`config.mk`:
```
export PLATFORM = sky130hd
export DESIGN_NAME = param_seq_detector
export DESIGN_NICKNAME = d
export VERILOG_FILES = /design/src/rtl/seq_det_pkg.sv /design/src/rtl/seq_det_sat_counter.sv /design/src/rtl/param_seq_detector.sv
export SDC_FILE = /design/constraint.sdc
export NUM_CORES = 1
export LEC_CHECK = 0
export CELL_PAD_IN_SITES_DETAIL_PLACEMENT = 1
export CELL_PAD_IN_SITES_GLOBAL_PLACEMENT = 1
export CORE_UTILIZATION = 41
export DETAILED_ROUTE_END_ITERATION = 10
export HOLD_SLACK_MARGIN = 0.08
export PLACE_DENSITY = 0.79
export SETUP_SLACK_MARGIN = 0.2
export SLEW_MARGIN = 5
export SYNTH_ARGS = -nofsm -noshare
export SYNTH_HDL_FRONTEND = slang
export SYNTH_SLANG_ARGS = --single-unit
```
`constraint.sdc`:
```
create_clock -name clk -period 4.8 [get_ports clk]
set_input_delay 1.44 -clock clk [delete_from_list [all_inputs] [get_ports clk]]
set_output_delay 1.44 -clock clk [all_outputs]
set_load 0.03 [all_outputs]
```
`src/rtl/seq_det_pkg.sv`:
```
// Shared definitions for the parametrised serial-pattern detector.
// The next-state table is built here at elaboration time using KMP failure links.
package seq_det_pkg;

  localparam int unsigned PAT_WIDTH_MIN = 2;
  localparam int unsigned PAT_WIDTH_MAX = 16;
  localparam int unsigned CNT_WIDTH_MIN = 1;
  localparam int unsigned CNT_WIDTH_MAX = 16;
  localparam int unsigned ST_W          = 5;

  typedef logic [ST_W-1:0] st_t;
  typedef st_t [PAT_WIDTH_MAX:0][1:0] next_tbl_t;

  // Bit i of the pattern in arrival order (i = 0 is the first bit received).
  function automatic logic pat_bit(input logic [15:0] pat, input int unsigned w,
                                   input int unsigned i);
    return pat[w-1-i];
  endfunction

  // Longest proper prefix of the first len pattern bits that is also their suffix.
  function automatic int unsigned failure_link(input logic [15:0] pat, input int unsigned w,
                                               input int unsigned len);
    int unsigned best;
    bit          ok;
    best = 0;
    for (int unsigned k = 1; k < PAT_WIDTH_MAX; k++) begin
      if (k < len) begin
        ok = 1'b1;
        for (int unsigned j = 0; j < PAT_WIDTH_MAX; j++) begin
          if (j < k && pat_bit(pat, w, j) != pat_bit(pat, w, len - k + j)) ok = 1'b0;
        end
        if (ok) best = k;
      end
    end
    return best;
  endfunction

  function automatic int unsigned kmp_step(input logic [15:0] pat, input int unsigned w,
                                           input int unsigned start, input logic b);
    int unsigned k;
    int unsigned res;
    bit          done;
    k    = start;
    res  = 0;
    done = 1'b0;
    for (int unsigned n = 0; n <= PAT_WIDTH_MAX; n++) begin
      if (!done) begin
        if (k < w && b == pat_bit(pat, w, k)) begin
          res  = k + 1;
          done = 1'b1;
        end else if (k == 0) begin
          res  = 0;
          done = 1'b1;
        end else begin
          k = failure_link(pat, w, k);
        end
      end
    end
    return res;
  endfunction

  // Rows above PAT_WIDTH are unreachable and left at zero.
  function automatic next_tbl_t build_next_tbl(input logic [15:0] pat, input int unsigned w,
                                               input bit ovl);
    next_tbl_t   tbl;
    int unsigned k;
    tbl = '0;
    for (int unsigned s = 0; s <= PAT_WIDTH_MAX; s++) begin
      for (int unsigned b = 0; b < 2; b++) begin
        if (s <= w) begin
          if (s == w) k = ovl ? failure_link(pat, w, w) : 0;
          else        k = s;
          tbl[s][b] = st_t'(kmp_step(pat, w, k, b[0]));
        end
      end
    end
    return tbl;
  endfunction

endpackage

```
`src/rtl/seq_det_sat_counter.sv`:
```
// Saturating match counter with synchronous clear and a registered saturation flag.
module seq_det_sat_counter
  import seq_det_pkg::*;
#(
  parameter int unsigned CNT_WIDTH = 8
) (
  input  logic                 clk,
  input  logic                 rst,
  input  logic                 inc,
  input  logic                 clear,
  output logic [CNT_WIDTH-1:0] count,
  output logic                 sat
);

  localparam logic [CNT_WIDTH-1:0] CNT_MAX = '1;

  logic [CNT_WIDTH-1:0] count_q, count_d;
  logic                 sat_q, sat_d;

  always_comb begin
    count_d = count_q;
    if (clear) begin
      count_d = '0;
    end else if (inc && count_q != CNT_MAX) begin
      count_d = count_q + CNT_WIDTH'(1);
    end
    sat_d = (count_d == CNT_MAX);
  end

  always_ff @(posedge clk or posedge rst) begin
    if (rst) begin
      count_q <= '0;
      sat_q   <= 1'b0;
    end else begin
      count_q <= count_d;
      sat_q   <= sat_d;
    end
  end

  assign count = count_q;
  assign sat   = sat_q;

endmodule

```
`src/rtl/param_seq_detector.sv`:
```
// Moore serial-pattern detector: state is the matched-prefix length, PAT_WIDTH means MATCH.
// The transition table is a constant, so match has no combinational path from the inputs.
module param_seq_detector
  import seq_det_pkg::*;
#(
  parameter int unsigned          PAT_WIDTH = 4,
  parameter logic [PAT_WIDTH-1:0] PATTERN   = 4'b1101,
  parameter bit                   OVERLAP   = 1'b1,
  parameter int unsigned          CNT_WIDTH = 8
) (
  input  logic                 clk,
  input  logic                 rst,
  input  logic                 clear,
  input  logic                 enable,
  input  logic                 serial_in,
  output logic                 match,
  output logic [CNT_WIDTH-1:0] match_count,
  output logic                 count_sat
);

  localparam int unsigned     SW       = $clog2(PAT_WIDTH + 1);
  localparam logic [SW-1:0]   MATCH_ST = SW'(PAT_WIDTH);
  localparam next_tbl_t       NEXT_TBL = build_next_tbl(16'(PATTERN), PAT_WIDTH, OVERLAP);

  logic [SW-1:0] state_q, state_d;
  logic          match_q;
  logic          inc;

  always_comb begin
    state_d = state_q;
    if (clear) begin
      state_d = '0;
    end else if (enable) begin
      state_d = SW'(NEXT_TBL[ST_W'(state_q)][serial_in]);
    end
  end

  // Every enabled entry into MATCH counts, including MATCH->MATCH.
  assign inc = enable && !clear && (state_d == MATCH_ST);

  always_ff @(posedge clk or posedge rst) begin
    if (rst) begin
      state_q <= '0;
      match_q <= 1'b0;
    end else begin
      state_q <= state_d;
      match_q <= (state_d == MATCH_ST);
    end
  end

  seq_det_sat_counter #(
    .CNT_WIDTH(CNT_WIDTH)
  ) u_counter (
    .clk  (clk),
    .rst  (rst),
    .inc  (inc),
    .clear(clear),
    .count(match_count),
    .sat  (count_sat)
  );

  assign match = match_q;

endmodule

```
==> impl_metrics.toml, run 1 <==
[run_status]
status = "complete, no violations"

[timing]
max_freq_mhz = 302.3
period_needed_ns = 3.307
slew_viol_final = 0
slew-limit-headroom_pct = 63.65
fin_setup_tns_ns = 0
whs_ns = 0.6279
finalSetupViolations = 0
worst_pin_slew_ns = 0.5436
rsz0062_at_grt = "false"
skew_ns = 0.006080
finalHoldViolCount = 0
fin_crit_sh_pct = 68.91

[logic_synthesis]
synth-edff-count = 0
ys_ff_latch = 13
ys_types = 33
syn_area_sq_um = 833.3
synth_top_area_share_pct = 39.04
yosysMostFrequentCell = "dfrtp_1"
syn_area_per_cell_sq_um = 9.804
synthFlopType = "dfrtp_1"
yosysTopAreaCell = "dfrtp_1"
yosysWarningCount = 0
syn_inst = 85
ys_top_cells_by_area = "dfrtp_1, ha_1, mux2i_1"
ys_seq_area_share_pct = 39.04
synth_commonest_cells = "dfrtp_1, nor2_1, inv_1"
syn_nets = 94
synthArstFlopShare_pct = 100.0

[global_routing]
grt_pass1_wl_mm = 3.305
antenna_found_initial = 0
grt_pass1_vias = 712
grt_overflow = 0
grt_max_degree = 16
grt_usage_pct = 21.86

[power]
ir_drop_uv = 149.9
total_leakage_power_nw = 0.4343
powerDensity_nw_per_um2 = 200.4
total_power_w = 0.0002021

[cells_and_area]
area_growth_pct = 21.02
diodes = 0
multi_input_area_sq_um = 459.2
drive_gt1_share_pct = 12.00
regArea_sq_um = 325.3
fillerInstances = 223
num-nets-final = 110
fin_util_pct = 55.40

[die]
coreArea_sq_um = 1821
die_area_sq_um = 2217
die_w_microns = 47.08
pin_count = 15
rows = 15
die_h_microns = 47.08
start_util_pct = 45.77

[routing]
top_layer = "met4"
wl_met1_microns = 905
drcViolationCount = 0
first_iter_violations = 13
dr.pass1.iters = 4
wl_met3_microns = 93
routedWlPerCell_microns = 15.93
met2_length_microns = 963
ant_nets = 0
routed_wl_mm = 1.991
vias = 712
routed_via_density = 5.696

[cts]
cts_max_level = 1
cts_tree = "yes"
cts_setup_buffers = 0
clockBufferDepth = 2
cts-resized-gates = 0
cts.sinks = 13
cts_root_buffer = "clkbuf_4"
path_clk_slew_ns = 0.08
cts-hold-fix-buffers = 0
clk_latency_ns = 0.28
cts_buffers = 3

[place]
gp_congestion = 0.7962
io_buffers = 14
hpwl_mm = 1.511

[min_path]
hold_class = "reg2reg"

[critical_path]
arrival_ns = 3.49
path_class = "in2reg"
startpoint_type = "input port"
crit_fanout = 15
critical_path_required_ns = 4.98
critPathCaptureType = "register"

[job]
max-cap-violations = 0
[cell usage in the layout, fill, tap and decap left out, types with 2 or more instances in the layout]
cell type / netlist / routed
xor2_1: 2 / 2
nand3_1: 4 / 4
nand4b_1: 2 / 2
mux2i_1: 4 / 4
clkdlybuf4s50_1: 0 / 14
nor2_1: 8 / 8
ha_1: 4 / 4
inv_1: 7 / 7
dfrtp_1: 13 / 13
o21ai_0: 3 / 3
or3_1: 2 / 2
nand2_1: 4 / 4
clkbuf_4: 0 / 3
a21oi_1: 5 / 5
and3_2: 2 / 2
nor3_2: 2 / 2
and3_1: 2 / 2
a311oi_1: 2 / 2
[metal layers]
| layer | up-vias | track usage [%] |
|---|---|---|
| met5 | - | 0 |
| met3 | 4 | 6.923 |
| li1 | 339 | - |
| met1 | 352 | 27.66 |
| met2 | 17 | 34.44 |
| met4 | 0 | 9.143 |
[flip-flops by register name (all words and copies together), names as in the netlist]
signal and cells:
state_q 3, u_counter.count 8, u_counter.sat 1, match 1
[final cells by class]
type	count	share of cell area, %
Sequential cell	13	32.26
Timing Repair Buffer	14	13.90
Multi-Input combinational cell	62	45.53
Clock buffer	4	2.605
Tap cell	25	3.102
Inverter	7	2.605
[cell families after synthesis]
logic type	Yosys count	synth area share, %
xor gates and xnor gates	2	2.102
AOI/OAI and AO/OA	16	12.76
adders and majority gates	4	6.006
and+or+nand+nor	35	27.63
muxes	5	6.606
DFF	13	39.04
buffers and inverters	10	5.856
[final timing paths]
| kind | slack [ns] | cells past startpoint | start | to |
|---|---|---|---|---|
| min reg2reg | 0.63 | 2 | state_q[0] | state_q[0] |
| max in group asynchronous | 2.96 | 2 | rst | u_counter.sat |
| min in group asynchronous | 1.49 | 2 | rst | state_q[0] |
| max | 1.49 | 6 | clear | u_counter.sat |
| max reg2reg | 2.66 | 8 | state_q[0] | u_counter.sat |
| min | 0.63 | 2 | state_q[0] | state_q[0] |
[stage by stage]
| step | instances | area, sq um | worst slack [ns] |
|---|---|---|---|
| after CTS | 125 | 1008 | 1.496 |
| final | 125 | 1008 | 1.493 |
| after floorplan | 85 | 833.3 | 2.099 |
| after global routing | 125 | 1008 | 1.339 |
| after global placement | 121 | 982.2 | 1.309 |
| after detailed placement | 121 | 982.2 | 1.213 |
[critical path, cell delays in order]
cell,delay (ns)
clkdlybuf4s50_1,0.68
a311o_1,0.44
o211ai_1,0.35
xor2_1,0.14
nand4b_1,0.22
nor4b_2,0.23
[where the power goes]
part           internal (W)  leakage, nW  total [W]  switching, W
clock             0.0000322       0.0150  0.0000670     0.0000348
combinational    0.00000937        0.239  0.0000229     0.0000136
sequential         0.000111        0.180   0.000112    0.00000130
No activity file was read; power rests on OpenSTA's default activity.
==> run 2, diff against run 1 <==
- CORE_UTILIZATION: 41 -> 35
- PLACE_DENSITY: 0.79 -> 0.71
- clock period: 4.8 -> 3.01 ns (I/O delays scaled with it)
==> run 2 against run 1 <==
  * Sequential share of layout area is 1.5 points lower
  * Largest cell class unchanged
  * Via count is 0.56% higher
  * Sequential cell count stayed put
==> impl_metrics.toml, run 2 (synthesis results as in run 1) <==
[run_status]
status = "complete, no violations"

[power]
powerDensity_nw_per_um2 = 311.3
ir_drop_uv = 192.9
total_leakage_power_nw = 0.4613
total_power_w = 0.0003291

[timing]
skew_ns = 0.001921
period_needed_ns = 2.585
whs_ns = 0.6495
fin_setup_tns_ns = 0
rsz0062_at_grt = "false"
finalSetupViolations = 0
finalHoldViolCount = 0
fin_crit_sh_pct = 85.89
slew_viol_final = 0
slew-limit-headroom_pct = 65.66
worst_pin_slew_ns = 0.5146
max_freq_mhz = 386.8

[cts]
cts_root_buffer = "clkbuf_4"
cts.sinks = 13
clk_latency_ns = 0.27
cts_tree = "yes"
cts_buffers = 3
clockBufferDepth = 2
cts_max_level = 1
path_clk_slew_ns = 0.08

[die]
die_w_microns = 50.80
start_util_pct = 37.31
die_h_microns = 50.80
pin_count = 15
rows = 17
coreArea_sq_um = 2233
die_area_sq_um = 2580

[place]
gp_congestion = 0.7504
placed_area_sq_um = 1016
io_buffers = 14
hpwl_mm = 1.515

[routing]
vias = 716
routed_via_density = 5.343
dr.pass1.iters = 4
first_iter_violations = 6
drcViolationCount = 0
ant_nets = 0
routedWlPerCell_microns = 14.84
routed_wl_mm = 1.989

[global_routing]
grt_pass1_vias = 727
grt_usage_pct = 18.65
grt_overflow = 0
antenna_found_initial = 0
grt_pass1_wl_mm = 3.436
grt_max_degree = 14

[critical_path]
critical_path_required_ns = 3.17
path_class = "in2reg"
startpoint_type = "input port"
crit_fanout = 6
arrival_ns = 2.74
critPathCaptureType = "register"

[cells_and_area]
largest_reg_flops = 8
diodes = 0
num-nets-final = 116
final_cell_area_sq_um = 1057
layout_commonest_cell = "clkdlybuf4s50_1"
fin_util_pct = 47.34
drive_gt1_share_pct = 16.98
final_cell_mix = "clkdlybuf4s50_1, dfrtp_1, nor2_1"
area_growth_pct = 26.88

[min_path]
hold_class = "reg2reg"

[job]
max-cap-violations = 0
-- run 2: changes by cell type in the layout (fill, tap and decap cells not counted) --
cell / before / now
buf_4: 0 / 6
-- run 2: critical path: stages --
cell and delay [ns]:
clkdlybuf4s50_1 0.53, nand4b_1 0.20, nor3_2 0.24, o21ai_2 0.16
nor3_2 0.23, mux2_4 0.32, nor4b_2 0.15
-- run 2: area by class of cell --
type	count	area (sq um)
clock buffer	4	26.28
fill	268	1176
inverter	7	26.28
multi-input combinational	62	459.2
sequential	13	325.3
tap	28	35.03
timing repair buffer	20	185.2
-- run 2: what timing repair did --
item / 4_1_cts / 5_1_grt
resized for setup: 0 / 0
endpoints found under the setup margin: 0 / 1
buffers inserted: 0 / 2
hold buffers: 0 / 0
-- run 2: power breakdown --
group | total (W) | internal, W | switching [W]
Combinational | 0.0000411 | 0.0000186 | 0.0000225
Clock | 0.000109 | 0.0000514 | 0.0000572
Sequential | 0.000179 | 0.000177 | 0.00000260
-- run 2: routing by layer --
| layer | wire (microns) | share of wire [%] | global-route usage (%) | up-vias |
|---|---|---|---|---|
| li1 | - | - | - | 348 |
| met1 | 930 | 47 | 23.05 | 348 |
| met2 | 931 | 47 | 30.22 | 16 |
| met3 | 77 | 3.9 | 3.030 | 4 |
| met4 | 50 | 2.5 | 11.11 | 0 |
| met5 | 0 | 0 | 0 | - |
-- run 2: stage by stage --
step           instances  setup slack (ns)
6_report             134            0.4247
5_1_grt              134            0.3140
4_1_cts              132            0.3530
3_5_place_dp         128           0.06184
3_3_place_gp         128            0.1418
2_1_floorplan         85            0.8463
-- run 2: final timing paths --
check                                   start                 end  slack, ns  cells past startpoint
setup / recovery                    serial_in       u_counter.sat       0.42                      7
hold / removal             u_counter.count[5]  u_counter.count[5]       0.65                      2
setup reg to reg                   state_q[0]       u_counter.sat       0.93                      8
hold reg to reg            u_counter.count[5]  u_counter.count[5]       0.65                      2
max in group asynchronous                 rst  u_counter.count[2]       1.71                      2
min in group asynchronous                 rst  u_counter.count[7]       0.95                      2
==> run 3, diff against run 2 <==
- PLACE_DENSITY: 0.71 -> default
- PLACE_DENSITY_LB_ADDON: default -> 0.1
==> run 3 against run 2 <==
  * Clock skew about the same
  * Core utilization decreased by 0.90 points
  * Register-to-register slack got worse by 0.06 ns
  * Via count decreased by 3.1%
  * Non-clock buffer count decreased by 3
  * Maximum frequency decreased by 0.74%
  * Die area unchanged
  * Global-route usage decreased by 0.46 points
  * Sequential power about the same
  * Worst hold slack got worse by 0.050 ns
  * Sequential cell count unchanged
  * Cell area decreased by 1.9%
  * Critical endpoint unchanged
  * Largest cell class unchanged
  * Largest power group unchanged
==> impl_metrics.toml, run 3 (synthesis results as in run 1) <==
[timing]
finalSetupViolations = 0
slew_viol_final = 0
whs_ns = 0.5998
rsz0062_at_grt = "false"
max_freq_mhz = 383.9
fin_setup_tns_ns = 0
finalHoldViolCount = 0
skew_ns = 0.002098
worst_pin_slew_ns = 0.5273
period_needed_ns = 2.605
slew-limit-headroom_pct = 64.81
fin_crit_sh_pct = 86.53

[cells_and_area]
diodes = 0
area_growth_pct = 24.47
final_cell_mix = "clkdlybuf4s50_1, dfrtp_1, nor2_1"
largest_reg_flops = 8
drive_gt1_share_pct = 14.56
num-nets-final = 113

[cts]
cts.sinks = 13
cts-hold-fix-buffers = 0
clockBufferDepth = 2
clk_latency_ns = 0.27
path_clk_slew_ns = 0.08
cts_tree = "yes"
cts_buffers = 3
cts_max_level = 1
cts_root_buffer = "clkbuf_4"

[job]
max-cap-violations = 0

[critical_path]
crit_top_cell = "nor3_2"
r2r_cells = 8
critPathMaxStageDelay_ns = 0.53
startpoint = "serial_in"
reg2reg_to = "u_counter.sat"
worst-path-buf-inv = 1
arrival_ns = 2.76
endpoint = "u_counter.sat"
critical_path_required_ns = 3.16
critPathSlowestCell = "clkdlybuf4s50_1"
critPathCaptureType = "register"
cp_num_cells = 7
path_class = "in2reg"
path_cells = "clkdlybuf4s50_1 > nand4b_1 > nor3_2 > o21ai_2 > nor3_2 > mux2_4 > nor4b_2"
r2r_start = "state_q[0]"
startpoint_type = "input port"
crit_fanout = 6
cp_top_family = "simple AND/OR/NAND/NOR gates"
rrSetupSlack_ns = 0.87

[die]
coreArea_sq_um = 2233
die_h_microns = 50.80
die_w_microns = 50.80
die_area_sq_um = 2580
rows = 17
pin_count = 15
start_util_pct = 37.31

[place]
io_buffers = 14
gp_congestion = 0.7607
hpwl_mm = 1.475

[routing]
routed_via_density = 5.298
first_iter_violations = 10
routed_wl_mm = 1.950
drcViolationCount = 0
dr.pass1.iters = 4
ant_nets = 0
routedWlPerCell_microns = 14.89
vias = 694

[power]
total_leakage_power_nw = 0.4568
ir_drop_uv = 196.1
powerDensity_nw_per_um2 = 315.3

[global_routing]
grt_overflow = 0
antenna_found_initial = 0
grt_pass1_wl_mm = 3.401
grt_usage_pct = 18.19
grt_max_degree = 14
grt_pass1_vias = 685

[run_status]
status = "complete, no violations"

[min_path]
hold_class = "reg2reg"
## run 3: final cells by class
| class | instances | area (sq um) |
|---|---|---|
| clock buffer | 4 | 26.28 |
| multi-input combinational | 62 | 459.2 |
| tap | 28 | 35.03 |
| fill | 273 | 1196 |
| timing repair buffer | 17 | 165.2 |
| inverter | 7 | 26.28 |
| sequential | 13 | 325.3 |
## run 3: timing repair
item	4_1_cts	5_1_grt
setup endpoints to repair	0	1
setup buffers	0	0
hold endpoints to repair	0	0
resized for setup	0	2
## run 3: metrics by stage
| step | cells | area [sq um] | power, W | worst slack [ns] | util [%] |
|---|---|---|---|---|---|
| after CTS | 131 | 1035 | 0.0003313 | 0.3240 | 46.33 |
| final | 131 | 1037 | 0.0003270 | 0.4055 | 46.44 |
| after detailed placement | 127 | 1008 | 0.0002240 | 0.02075 | 45.15 |
| after global routing | 131 | 1037 | 0.0003456 | 0.2322 | 46.44 |
| after floorplan | 85 | 833.3 | 0.0002059 | 0.8463 | - |
| after global placement | 127 | 1008 | 0.0002227 | 0.07149 | 45.15 |
## run 3: power breakdown
| part | internal [W] | leakage (nW) | switching, W |
|---|---|---|---|
| Clock | 0.0000514 | 0.0150 | 0.0000562 |
| Combinational | 0.0000179 | 0.262 | 0.0000225 |
| Sequential | 0.000177 | 0.180 | 0.00000230 |
## run 3: worst register-to-register path, delay by kind of cell, from the launching register on
kind,cells,cell delay [ns]
xor+xnor,1,0.13
flops,1,0.41
compound gates,2,0.75
buf+inv,1,0.09
fa+ha+maj,1,0.17
simple gates,3,0.50
## run 3: worst min-delay path by stage
stage          slack, ns                  to  depth (start not counted)               start
2_1_floorplan       0.55          state_q[0]                          2          state_q[0]
3_5_place_dp        0.60  u_counter.count[5]                          2  u_counter.count[5]
3_3_place_gp        0.59  u_counter.count[5]                          2  u_counter.count[5]
4_1_cts             0.61  u_counter.count[5]                          2  u_counter.count[5]
5_1_grt             0.66  u_counter.count[5]                          2  u_counter.count[5]
6_report            0.60  u_counter.count[5]                          2  u_counter.count[5]
## run 3: routing by layer
metal	global-route usage [%]	part of all wire [%]	vias to the layer above
met4	2.778	0.72	0
li1	-	-	342
met3	4.545	3.1	2
met2	28.22	44	14
met5	0	0	-
met1	25.84	52	336
